File: src/rtl/onehot_dec_pkg.sv
// Shared constants and helpers for the pipelined one-hot decoder.
// The decode helper works at a fixed maximum width, and callers slice the result down to O bits.
package onehot_dec_pkg;

  localparam int SKID_DEPTH = 2;
  localparam int DEC_MAX_C  = 8;
  localparam int DEC_MAX_O  = 1 << DEC_MAX_C;

  function automatic int onehot_w(input int c);
    return 1 << c;
  endfunction

  function automatic logic [DEC_MAX_O-1:0] decode(input logic [DEC_MAX_C-1:0] sel,
                                                  input logic                 en);
    logic [DEC_MAX_O-1:0] v;
    v = '0;
    if (en) v[sel] = 1'b1;
    return v;
  endfunction

endpackage

File: src/rtl/onehot_dec_skid.sv
// Generic 2-entry valid/ready skid buffer with FIFO order.
// in_ready depends only on registered occupancy, never on out_ready.
module onehot_dec_skid
  import onehot_dec_pkg::*;
#(
  parameter int DW = 8
) (
  input  logic          clk,
  input  logic          rst,
  input  logic          in_valid,
  output logic          in_ready,
  input  logic [DW-1:0] in_data,
  output logic          out_valid,
  input  logic          out_ready,
  output logic [DW-1:0] out_data
);

  localparam int CW = $clog2(SKID_DEPTH + 1);

  logic [CW-1:0] count_q, count_d;
  logic [DW-1:0] head_q, head_d;
  logic [DW-1:0] tail_q, tail_d;
  logic          push, pop;

  assign in_ready  = (count_q < CW'(SKID_DEPTH));
  assign out_valid = (count_q != '0);
  assign out_data  = head_q;
  assign push      = in_valid & in_ready;
  assign pop       = out_valid & out_ready;

  always_comb begin
    // NOTE: every output of a combinational block gets a default first so no latch is inferred.
    count_d = count_q;
    head_d  = head_q;
    tail_d  = tail_q;
    case ({push, pop})
      2'b10: begin
        if (count_q == '0) head_d = in_data;
        else               tail_d = in_data;
        count_d = count_q + 1'b1;
      end
      2'b01: begin
        head_d  = tail_q;
        count_d = count_q - 1'b1;
      end
      2'b11: begin
        if (count_q == CW'(1)) begin
          head_d = in_data;
        end else begin
          head_d = tail_q;
          tail_d = in_data;
        end
      end
      default: ;
    endcase
  end

  // NOTE: sequential state uses non-blocking assignments; reset is synchronous and active-high.
  always_ff @(posedge clk) begin
    if (rst) count_q <= '0;
    else     count_q <= count_d;
  end

  // NOTE: data slots are not reset; occupancy alone says whether they hold anything.
  always_ff @(posedge clk) begin
    head_q <= head_d;
    tail_q <= tail_d;
  end

endmodule

File: src/rtl/onehot_dec_pipe.sv
// Multi-channel registered binary-to-one-hot decoder with skid buffer and sticky hit mask.
// Optional illegal-select detection is enabled by defining ONEHOT_DEC_ERR_EN.
module onehot_dec_pipe
  import onehot_dec_pkg::*;
#(
  parameter  int C     = 3,
  parameter  int N_CH  = 2,
  localparam int O     = onehot_w(C),
  parameter  int LEGAL = O
) (
  input  logic                clk,
  input  logic                rst,
  input  logic                in_valid,
  output logic                in_ready,
  input  logic [N_CH*C-1:0]   in_sel,
  input  logic [N_CH-1:0]     in_en,
  output logic                out_valid,
  input  logic                out_ready,
  output logic [N_CH*O-1:0]   out_onehot,
  output logic [N_CH-1:0]     out_any,
  input  logic                mask_clr,
  output logic [N_CH*O-1:0]   hit_mask,
  output logic [N_CH-1:0]     err
);

  localparam int DW = N_CH*O + 2*N_CH;

  if (C < 1 || C > DEC_MAX_C || N_CH < 1 || LEGAL < 1 || LEGAL > O) begin : g_bad_params
    $error("onehot_dec_pipe: illegal parameter combination");
  end

  logic [N_CH*O-1:0]    dec_onehot;
  logic [N_CH-1:0]      dec_any;
  logic [N_CH-1:0]      dec_err;
  logic [DEC_MAX_C-1:0] sel_ext;
  logic [DEC_MAX_O-1:0] dec_full;
  logic                 illegal;

  always_comb begin
    dec_onehot = '0;
    dec_any    = '0;
    dec_err    = '0;
    sel_ext    = '0;
    dec_full   = '0;
    illegal    = 1'b0;
    for (int k = 0; k < N_CH; k++) begin
      sel_ext        = '0;
      sel_ext[C-1:0] = in_sel[k*C +: C];
`ifdef ONEHOT_DEC_ERR_EN
      illegal = in_en[k] && (32'(sel_ext) >= 32'(LEGAL));
`else
      illegal = 1'b0;
`endif
      // An illegal code decodes as if disabled, so it can never reach hit_mask.
      dec_full              = decode(sel_ext, in_en[k] & ~illegal);
      dec_onehot[k*O +: O]  = dec_full[O-1:0];
      dec_any[k]            = |dec_full[O-1:0];
      dec_err[k]            = illegal;
    end
  end

  logic [DW-1:0] skid_in, skid_out;
  logic          skid_valid;

  assign skid_in = {dec_err, dec_any, dec_onehot};

  onehot_dec_skid #(.DW(DW)) u_skid (
    .clk       (clk),
    .rst       (rst),
    .in_valid  (in_valid),
    .in_ready  (in_ready),
    .in_data   (skid_in),
    .out_valid (skid_valid),
    .out_ready (out_ready),
    .out_data  (skid_out)
  );

  // Unreset slot contents are masked so the outputs read zero while empty.
  always_comb begin
    out_valid  = skid_valid;
    out_onehot = '0;
    out_any    = '0;
    err        = '0;
    if (skid_valid) begin
      out_onehot = skid_out[N_CH*O-1:0];
      out_any    = skid_out[N_CH*O +: N_CH];
      err        = skid_out[N_CH*O+N_CH +: N_CH];
    end
  end

  logic [N_CH*O-1:0] hit_mask_q, hit_mask_d;
  logic              pop;

  assign pop      = skid_valid & out_ready;
  assign hit_mask = hit_mask_q;

  always_comb begin
    hit_mask_d = (mask_clr ? '0 : hit_mask_q) | (pop ? out_onehot : '0);
  end

  always_ff @(posedge clk) begin
    if (rst) hit_mask_q <= '0;
    else     hit_mask_q <= hit_mask_d;
  end

endmodule

File: config.mk
export PLATFORM = sky130hd
export DESIGN_NAME = onehot_dec_pipe
export DESIGN_NICKNAME = d
export VERILOG_FILES = /design/src/rtl/onehot_dec_pkg.sv /design/src/rtl/onehot_dec_skid.sv /design/src/rtl/onehot_dec_pipe.sv
export SDC_FILE = /design/constraint.sdc
export NUM_CORES = 1
export LEC_CHECK = 0
export CAP_MARGIN = 30
export CORE_MARGIN = 10
export CORE_UTILIZATION = 45
export CTS_CLUSTER_DIAMETER = 100
export DETAILED_ROUTE_END_ITERATION = 12
export GPL_ROUTABILITY_DRIVEN = 0
export PLACE_DENSITY = 0.72
export SLEW_MARGIN = 25
export SYNTH_ARGS = -nofsm -noshare
export SYNTH_HDL_FRONTEND = slang
export SYNTH_SLANG_ARGS = --single-unit
File: constraint.sdc
create_clock -name clk -period 2.6 [get_ports clk]
set_input_delay 0.52 -clock clk [delete_from_list [all_inputs] [get_ports clk]]
set_output_delay 0.52 -clock clk [all_outputs]
set_load 0.02 [all_outputs]
==> out/metrics.yaml <==
drv_cap: 0
netlist_area_um2: 2380
layout_commonest_cell: "clkdlybuf4s50_1"
fp.coreArea_um2: 5110
p_per_area_nw_per_um2: 969
cts_tree: "done"
htreeDepth: 2
clockPowerShare: 0.172
finalSetupTns_ps: 0
wire_per_inst_um: 14.7
synth_top_area_frac: 0.454
grt_overflow: 0
max_freq_ghz: 0.407
post-place-ws_ps: 98.4
cp.depth: 5
max_stage_delay_ps: 640
ys_types: 23
finClkSkew_ps: 8.11
power.share.switching: 0.334
grt_pass1_wl_mm: 8.09
max_slew_margin: 0.555
hold_violations: 0
regToRegSetupSlack_ps: 310
ys_seq_area_frac: 0.605
die_h_um: 92.8
crit-reg2reg-launch: "u_skid.count_q[0]"
cts-root-buf: "clkbuf_8"
layout_min_cycle_time_ps: 2460
ys_ff_latch: 54
synth.largest_area_cell: "edfxtp_1"
critical_path_class: "flip-flop to output port"
synth.area.top_cells: "edfxtp_1 45%, dfxtp_1 15%, nor2b_1 10%"
wl_mm: 4.86
grt_pass1_vias: 1634
worst_slack_ps: 144
cts.sinks: 54
synth_cells: 212
rr_endpoint: "u_skid.out_data[17]"
crit_path_max_fanout: 9
clk_pin_slew_ps: 90
insertion_delay_ps: 300
hold_path_depth: 1
required_ps: 2080
p_int_mw: 1.96
hold_start: "u_skid.tail_q[1]"
hold_end: "u_skid.out_data[1]"
antennaDiodeCount: 0
leakage_nw: 1.15
path_cells: "inv_1, ha_1, buf_4, nor2b_1, clkdlybuf4s50_1"
grt_start_max_net_pins: 19
dr.pass1.iters: 4
p_switching_mw: 0.983
irDropWorstVdd_mv: 0.404
drive_gt1_frac: 0.0651
die_w_um: 92.8
crit_arrival_ps: 1940
critPathBufInv: 3
critPathTopFamily: "buffers and inverters"
pwr-share-comb: 0.393
final_nets: 278
drtIter0Drc: 48
avgSynthCellArea_um2: 11.2
vias: 1608
numCtsBuffers: 5
cp_slowest_cell: "clkdlybuf4s50_1"
drtAntennaViolNets: 0
io_pins: 51
period_share: 0.945
worst_pin_slew_ps: 666
via_per_inst: 4.86
drc_errors: 0
critPathLaunchType: "flip-flop"
rsz0062_at_grt: "no"
drv_slew: 0
hold_path.class: "flip-flop to flip-flop"
placementRows: 26
r2r_cells: 10
hold_buffers: 0
status: "finished clean"
antenna_found_initial: 0
setup_viol: 0
seqPwrFrac: 0.435
most-common-layout-cells: "46 x clkdlybuf4s50_1, 39 x nor2b_1, 36 x edfxtp_1"
cts.path.max_buffers: 2
port_buffers: 48
die-area_um2: 8600
yosysWarnings: 0
grt_usage: 0.115
dp_hpwl_mm: 3.54
initial_utilization: 0.466
area_growth_pct: 27.5
cp-end-kind: "output port"
[how the worst max path moves through the flow]
stage                            startpoint                  to  slack [ps]
after detailed placement          out_ready  u_skid.out_data[0]         100
after global routing      u_skid.count_q[0]       out_onehot[2]           5
final                     u_skid.count_q[0]      out_onehot[11]         140
after CTS                 u_skid.count_q[0]       out_onehot[7]         100
after floorplan           u_skid.count_q[1]  u_skid.out_data[0]          30
after global placement            out_ready  u_skid.out_data[8]         130
[what timing repair did]
| item | 4_1_cts | 5_1_grt |
|---|---|---|
| resized for setup | 0 | 2 |
| setup buffers | 0 | 0 |
| setup endpoints to repair | 0 | 2 |
[cell families (layout without fill, tap and decap cells)]
| logic type | count (synthesis) | in the layout | synth area share |
|---|---|---|---|
| xor+xnor | 2 | 2 | 0.00735 |
| compound gates | 42 | 42 | 0.119 |
| simple gates | 90 | 90 | 0.198 |
| flops | 54 | 54 | 0.605 |
| buf+inv | 18 | 66 | 0.0431 |
| other cells | 1 | 2 | 0.00157 |
| fa+ha+maj | 5 | 5 | 0.0263 |
[layer usage]
layer / up-vias / GRT usage / part of all wire
met2: 37 / 0.193 / 0.46
li1: 824 / - / -
met4: 0 / 0.0463 / 0.014
met5: - / 0 / 0
met1: 742 / 0.134 / 0.46
met3: 5 / 0.0371 / 0.063
[through the flow]
step           power [mW]  instances  utilization  hold WS, ps  area, um2
3_3_place_gp         2.46        323        0.573          521       2930
2_1_floorplan        1.96        213            -          504       2390
3_5_place_dp         2.48        323        0.573          528       2930
4_1_cts              2.99        331        0.594          551       3030
5_1_grt              3.12        331        0.595          560       3040
6_report             2.94        331        0.595          551       3040
[cell usage after synthesis]
master and number:
a211oi_1 1, a21oi_1 21, a22o_1 18, buf_2 2, buf_4 2, buf_6 3
clkbuf_1 6, conb_1 1, dfxtp_1 18, edfxtp_1 36, ha_1 5, inv_1 3
inv_2 1, inv_4 1, nand2_1 8, nand2_8 1, nand2b_1 6, nor2_1 32
nor2b_1 39, nor3_1 4, o21a_1 1, o21ai_0 1, xor2_1 2
[registers in the layout, indices dropped and copies added, names as in the netlist]
register / flops
u_skid.tail_q: 18
u_skid.out_data: 18
hit_mask: 16
u_skid.count_q: 2
[final cells by class]
cell class / count / area, um2
tap: 70 / 87.6
clock inverter: 1 / 8.76
timing repair buffer: 53 / 536
inverter: 5 / 21.3
sequential: 54 / 1440
clock buffer: 7 / 96.3
fill: 462 / 2070
multi-input combinational: 141 / 846
[power groups by stage]
stage	Sequential, mW	Clock (mW)	Combinational (mW)
4_1_cts	1.28	0.523	1.18
5_1_grt	1.30	0.558	1.26
3_5_place_dp	1.30	0	1.18
6_report	1.28	0.505	1.16
2_1_floorplan	1.33	0	0.635
3_3_place_gp	1.30	0	1.16
(Power assumes the default switching activity.)
